==> src/rtl/ctrl_pkg.sv <==
// Shared definitions for the multi-cycle CPU control unit: opcode/funct constants,
// FSM state and ALU control encodings, and the instruction classifier.
package ctrl_pkg;

  localparam logic [6:0] OP_IMM    = 7'b0010011;
  localparam logic [6:0] OP_REG    = 7'b0110011;
  localparam logic [6:0] OP_BRANCH = 7'b1100011;

  localparam logic [2:0] F3_ADD = 3'b000;
  localparam logic [2:0] F3_BEQ = 3'b000;
  localparam logic [2:0] F3_BNE = 3'b001;

  localparam logic [6:0] F7_ADD = 7'b0000000;

  typedef enum logic [2:0] {
    IDLE,
    FETCH,
    DECODE,
    EXECUTE,
    WRITEBACK,
    HALT
  } state_t;

  typedef enum logic {
    ALU_ADD = 1'b0,
    ALU_CMP = 1'b1
  } alu_ctrl_t;

  typedef enum logic [2:0] {
    INS_ADDI,
    INS_ADD,
    INS_BEQ,
    INS_BNE,
    INS_ILL
  } ins_t;

  function automatic ins_t classify(input logic [6:0] op, input logic [2:0] f3,
                                    input logic [6:0] f7);
    ins_t c;
    c = INS_ILL;
    if (op == OP_IMM && f3 == F3_ADD)                      c = INS_ADDI;
    else if (op == OP_REG && f3 == F3_ADD && f7 == F7_ADD) c = INS_ADD;
    else if (op == OP_BRANCH && f3 == F3_BEQ)              c = INS_BEQ;
    else if (op == OP_BRANCH && f3 == F3_BNE)              c = INS_BNE;
    return c;
  endfunction

endpackage

==> src/rtl/imm_gen.sv <==
// Combinational immediate extraction: sign-extended I-type and B-type immediates.
module imm_gen #(
  parameter int DATA_WIDTH = 32
) (
  input  logic [31:0]           instr,
  output logic [DATA_WIDTH-1:0] imm_i,
  output logic [DATA_WIDTH-1:0] imm_b
);

  logic unused_bits;
  assign unused_bits = ^{instr[19:12], instr[6:0]};

  assign imm_i = {{(DATA_WIDTH-12){instr[31]}}, instr[31:20]};
  assign imm_b = {{(DATA_WIDTH-13){instr[31]}}, instr[31], instr[7], instr[30:25],
                  instr[11:8], 1'b0};

endmodule

==> src/rtl/cpu_ctrl_fsm.sv <==
// Multi-cycle CPU control FSM (fetch/decode/execute/writeback) with registered outputs.
// Optional retire counter output enabled by defining CPU_CTRL_RETIRE_CNT_EN.
module cpu_ctrl_fsm
  import ctrl_pkg::*;
#(
  parameter int                    DATA_WIDTH = 32,
  parameter int                    ADDR_WIDTH = 5,
  parameter logic [DATA_WIDTH-1:0] PC_RESET   = '0
) (
  input  logic                  clk,
  input  logic                  rst,
  output logic                  instr_req,
  output logic [DATA_WIDTH-1:0] pc,
  input  logic [31:0]           instr,
  input  logic                  instr_valid,
  input  logic                  EQ,
  output logic                  ALUctrl,
  output logic                  ALUsrc,
  output logic [DATA_WIDTH-1:0] ImmOp,
  output logic [ADDR_WIDTH-1:0] rs1,
  output logic [ADDR_WIDTH-1:0] rs2,
  output logic [ADDR_WIDTH-1:0] rd,
  output logic                  RegWrite,
  output logic                  halted
`ifdef CPU_CTRL_RETIRE_CNT_EN
  ,
  output logic [DATA_WIDTH-1:0] retired
`endif
);

  state_t state, next_state;
  ins_t   ins_q, ins_in;
  logic   eq_q, accept, taken, writes_reg, in_branch;
  logic   instr_req_d, reg_write_d, halted_d;
  logic [DATA_WIDTH-1:0] imm_i, imm_b;

  imm_gen #(.DATA_WIDTH(DATA_WIDTH)) u_imm_gen (
    .instr(instr),
    .imm_i(imm_i),
    .imm_b(imm_b)
  );

  assign ins_in     = classify(instr[6:0], instr[14:12], instr[31:25]);
  assign in_branch  = (ins_in == INS_BEQ) || (ins_in == INS_BNE);
  assign accept     = (state == FETCH) && instr_valid;
  assign writes_reg = (ins_q == INS_ADD) || (ins_q == INS_ADDI);
  assign taken      = ((ins_q == INS_BEQ) && eq_q) || ((ins_q == INS_BNE) && !eq_q);

  // NOTE: sequential state uses non-blocking assignments so every register samples
  // pre-edge values regardless of statement order.
  always_ff @(posedge clk or posedge rst) begin
    if (rst) begin
      state     <= IDLE;
      pc        <= PC_RESET;
      instr_req <= 1'b0;
      RegWrite  <= 1'b0;
      halted    <= 1'b0;
      ALUctrl   <= 1'b0;
      ALUsrc    <= 1'b0;
      ImmOp     <= '0;
      rs1       <= '0;
      rs2       <= '0;
      rd        <= '0;
      ins_q     <= INS_ILL;
      eq_q      <= 1'b0;
    end else begin
      state     <= next_state;
      instr_req <= instr_req_d;
      RegWrite  <= reg_write_d;
      halted    <= halted_d;
      // Decode fields are captured on the accepting edge so they are valid throughout DECODE.
      if (accept) begin
        ins_q   <= ins_in;
        rs1     <= ADDR_WIDTH'(instr[19:15]);
        rs2     <= ADDR_WIDTH'(instr[24:20]);
        rd      <= ADDR_WIDTH'(instr[11:7]);
        ImmOp   <= in_branch ? imm_b : imm_i;
        ALUsrc  <= (ins_in == INS_ADDI);
        ALUctrl <= in_branch ? ALU_CMP : ALU_ADD;
      end
      if (state == EXECUTE) eq_q <= EQ;
      if (state == WRITEBACK) pc <= taken ? pc + ImmOp : pc + DATA_WIDTH'(4);
    end
  end

  // NOTE: each combinational output gets a default first, so no path leaves it
  // unassigned and no latch is inferred.
  always_comb begin
    next_state = state;
    unique case (state)
      IDLE:      next_state = FETCH;
      FETCH:     next_state = instr_valid ? DECODE : FETCH;
      DECODE:    next_state = (ins_q == INS_ILL) ? HALT : EXECUTE;
      EXECUTE:   next_state = WRITEBACK;
      WRITEBACK: next_state = FETCH;
      HALT:      next_state = HALT;
      default:   next_state = IDLE;
    endcase
  end

  // Outputs are derived from the state being entered, then registered above.
  always_comb begin
    instr_req_d = 1'b0;
    reg_write_d = 1'b0;
    halted_d    = 1'b0;
    if (next_state == FETCH)                   instr_req_d = 1'b1;
    if (next_state == WRITEBACK && writes_reg) reg_write_d = 1'b1;
    if (next_state == HALT)                    halted_d    = 1'b1;
  end

`ifdef CPU_CTRL_RETIRE_CNT_EN
  always_ff @(posedge clk or posedge rst) begin
    if (rst)                     retired <= '0;
    else if (state == WRITEBACK) retired <= retired + DATA_WIDTH'(1);
  end
`endif

endmodule

==> config.mk <==
export PLATFORM = sky130hd
export DESIGN_NAME = cpu_ctrl_fsm
export DESIGN_NICKNAME = d
export VERILOG_FILES = /design/src/rtl/ctrl_pkg.sv /design/src/rtl/imm_gen.sv /design/src/rtl/cpu_ctrl_fsm.sv
export SDC_FILE = /design/constraint.sdc
export NUM_CORES = 1
export LEC_CHECK = 0
export CORE_MARGIN = 8
export CORE_UTILIZATION = 31
export DETAILED_ROUTE_END_ITERATION = 16
export GPL_TIMING_DRIVEN = 0
export PLACE_DENSITY = 0.64
export SLEW_MARGIN = 15
export SYNTH_ARGS = -nofsm -noshare
export SYNTH_HDL_FRONTEND = slang
export SYNTH_SLANG_ARGS = --single-unit
==> constraint.sdc <==
create_clock -name clk -period 7.6 [get_ports clk]
set_input_delay 1.52 -clock clk [delete_from_list [all_inputs] [get_ports clk]]
set_output_delay 1.52 -clock clk [all_outputs]
set_load 0.05 [all_outputs]
==> impl_metrics.tcl <==
set metrics [dict create \
    firstDrtPassIters 5 \
    cts_max_level 3 \
    num_antenna_cells 0 \
    cap_viol_max_count 0 \
    reg2reg_slack_ns 4.16 \
    start_util 0.312 \
    final.period_utilization 0.453 \
    synth_area_mm2 0.00554 \
    cpPeakStageDelay_ns 0.94 \
    worst_pin_slew_ns 0.992 \
    synth-edff-count 0 \
    path_cells "ha_1, inv_1, fa_1, nor2b_1, o2111ai_1, a2111oi_0, o21ai_0, a21oi_1, nor3_1, o31ai_1" \
    worst_r2r_startpoint "ImmOp[0]" \
    vdd_drop_max_mv 0.240 \
    outcome "completed" \
    hold_path_class "reg -> reg" \
    clockBufferDepth 2 \
    die_h_um 150 \
    dp_hpwl_mm 14.3 \
    clock.fmax_ghz 0.291 \
    slew_headroom 0.321 \
    drive_above_1_share 0.0745 \
    cellLeakagePower_nw 3.09 \
    worstPathRequired_ns 7.85 \
    fin_worst_skew_ns 0.0110 \
    die_w_um 150 \
    powerDensity_mw_per_mm2 351 \
    cp_data_arrival_time_ns 3.69 \
    routed_wl_mm 18.7 \
    period_needed_ns 3.44 \
    crit_start "ImmOp[0]" \
    rows 49 \
    postCtsSetupBuffers 0 \
    gp_congestion 0.903 \
    area_growth_pct 33.2 \
    remaining_drc_errors 0 \
    cts_resized 0 \
    synthArstFlopShare 1.00 \
    die-area_mm2 0.0224 \
    slew_violations 0 \
    nets 910 \
    worstSetupPathType "reg -> reg" \
    path_max_fanout 3 \
    hold_depth 2 \
    yosysSeqAreaShare 0.325 \
    fp.coreArea_mm2 0.0178 \
    yosysWarningCount 0 \
    worst_r2r_path_depth 10 \
    synth_flop_cell "dfrtp_1" \
    wl_per_cell_um 17.4 \
    cts_buffers 9 \
    avgSynthCellArea_um2 7.81 \
    worstHoldEndpoint "rs1[0]" \
    reg2reg_to "pc[30]" \
    timing_hold_violations_final 0 \
    postCtsHoldBufs 0 \
    clock-sinks 72 \
    cp-end-kind "flip-flop" \
    synth_cell_types 67 \
    synth_cells 709 \
    grt_pass1_vias 5550 \
    hold_path.startpoint "rs1[0]" \
    grt_pass1_wl_mm 29.7 \
    antenna_found_initial 0 \
    io_pins 120 \
    num_vias 5770 \
    cts.reportedPaths.clkPinSlew_ns 0.07 \
    layout.core_utilization 0.415 \
    grt_overflow 0 \
    clock_latency_ns 0.35 \
    ctsRootBufferMaster "clkbuf_16" \
    cts_tree "yes" \
    ys_seq_elements 72 \
    cpMaxStageDelayCell "a2111oi_0" \
    setup-tns-final_ns 0 \
    antenna_left 0 \
    grt_usage 0.167 \
    port_buffers 119 \
    rsz0062_at_grt "no" \
    grt_max_degree 57 \
    drt_iter0_drc 461 \
    finalSetupViolations 0 \
    critPathLaunchType "flip-flop" \
    syn-num-nets 778 \
    vias_per_cell 5.37 \
]
-- critical path, delay by kind of cell, from the launching register on --
kind | cells | cell delay [ns]
AOI/OAI and AO/OA | 5 | 2.07
adders and majority gates | 2 | 0.57
buffers and inverters | 1 | 0.05
DFF | 1 | 0.40
and+or+nand+nor | 2 | 0.26
-- metal layers --
metal	track usage	wire length (µm)	share of wire
met1	0.213	8250	0.44
met5	0	0	0
met2	0.255	8000	0.43
met4	0.0705	527	0.028
met3	0.0538	1960	0.10
-- layout make-up --
cell class / count / area [µm²]
multi-input cells: 568 / 3400
inverters: 18 / 70.1
clock inverters: 7 / 85.1
well taps: 229 / 287
flip-flops and latches: 72 / 1800
fillers: 1854 / 10400
repair buffers: 121 / 1240
clock buffers: 9 / 225
plain buffers: 51 / 267
-- power breakdown --
| part | switching (mW) | leakage (nW) | internal (mW) | total [mW] |
|---|---|---|---|---|
| clock | 0.194 | 0.153 | 0.262 | 0.457 |
| combinational | 1.02 | 2.00 | 0.540 | 1.56 |
| sequential | 0.0873 | 0.936 | 0.489 | 0.576 |
| total | 1.30 | 3.09 | 1.29 | 2.59 |
-- cells by family (layout without fill, tap and decap cells) --
kind of cell | after synthesis | count (layout) | synth area share
buffers and inverters | 69 | 206 | 0.0603
AOI/OAI and AO/OA | 207 | 207 | 0.236
DFF | 72 | 72 | 0.325
and+or+nand+nor | 296 | 296 | 0.249
muxes | 11 | 11 | 0.0206
xor gates and xnor gates | 21 | 21 | 0.0332
adders and majority gates | 33 | 33 | 0.0759
-- metrics by stage --
step / hold WS, ns / instances / setup slack (ns) / cell area (µm²) / total power, mW
after global routing: 0.502 / 1075 / 3.94 / 7380 / 2.76
after CTS: 0.479 / 1075 / 4.15 / 7380 / 2.61
final: 0.475 / 1075 / 4.16 / 7380 / 2.59
after global placement: 0.458 / 1057 / 2.83 / 7020 / 2.13
after detailed placement: 0.462 / 1059 / 4.30 / 7070 / 2.14
after floorplan: 0.451 / 709 / 4.19 / 5540 / 1.66
-- cells in the mapped netlist (15+ instances only) --
cell | instances | share of area
a21oi_1 | 71 | 0.064
buf_4 | 19 | 0.026
clkbuf_1 | 28 | 0.019
dfrtp_1 | 71 | 0.32
ha_1 | 32 | 0.072
inv_1 | 18 | 0.012
nand2_1 | 133 | 0.090
nand3_1 | 19 | 0.017
nand4_1 | 15 | 0.017
nor2_1 | 55 | 0.037
nor3_1 | 23 | 0.021
o21ai_0 | 49 | 0.044
xnor2_1 | 15 | 0.024
-- worst max path at each step --
stage / slack [ns] / cells past startpoint / end
3_5_place_dp: 4.30 / 7 / rd[1]
4_1_cts: 4.15 / 3 / ImmOp[25]
2_1_floorplan: 4.19 / 9 / pc[31]
5_1_grt: 3.94 / 10 / pc[30]
3_3_place_gp: 2.83 / 2 / pc[11]
6_report: 4.16 / 10 / pc[30]
-- cells in the final DEF (no fill, tap or decap), types with 3 or more instances in the layout --
cell type / instances
nand2_1: 133
clkdlybuf4s50_1: 119
a21oi_1: 71
dfrtp_1: 70
nor2_1: 55
o21ai_0: 49
ha_1: 32
clkbuf_1: 28
nor3_1: 23
nand3_1: 19
buf_4: 19
inv_1: 17
nand4_1: 15
xnor2_1: 15
a21o_1: 11
clkbuf_16: 9
and3_1: 8
o21bai_1: 8
mux2i_1: 8
o211ai_1: 7
nor2b_1: 7
nor4_1: 7
a31oi_1: 6
or3_1: 6
a221oi_1: 6
o21a_1: 6
o22ai_1: 6
xor2_1: 6
nand2b_1: 5
inv_6: 4
o311ai_0: 3
mux2_2: 3
or2_2: 3
o221ai_1: 3
a31o_2: 3
o31a_1: 3
buf_2: 3
-- flip-flops by register name, summed over array words and instances, names as in the netlist --
signal,flops
ALUctrl,1
ALUsrc,1
ImmOp,13
RegWrite,1
eq_q,1
halted,1
ins_q,3
instr_req,1
pc,32
rd,5
rs1,5
rs2,5
state,3
(Power assumes the default switching activity.)
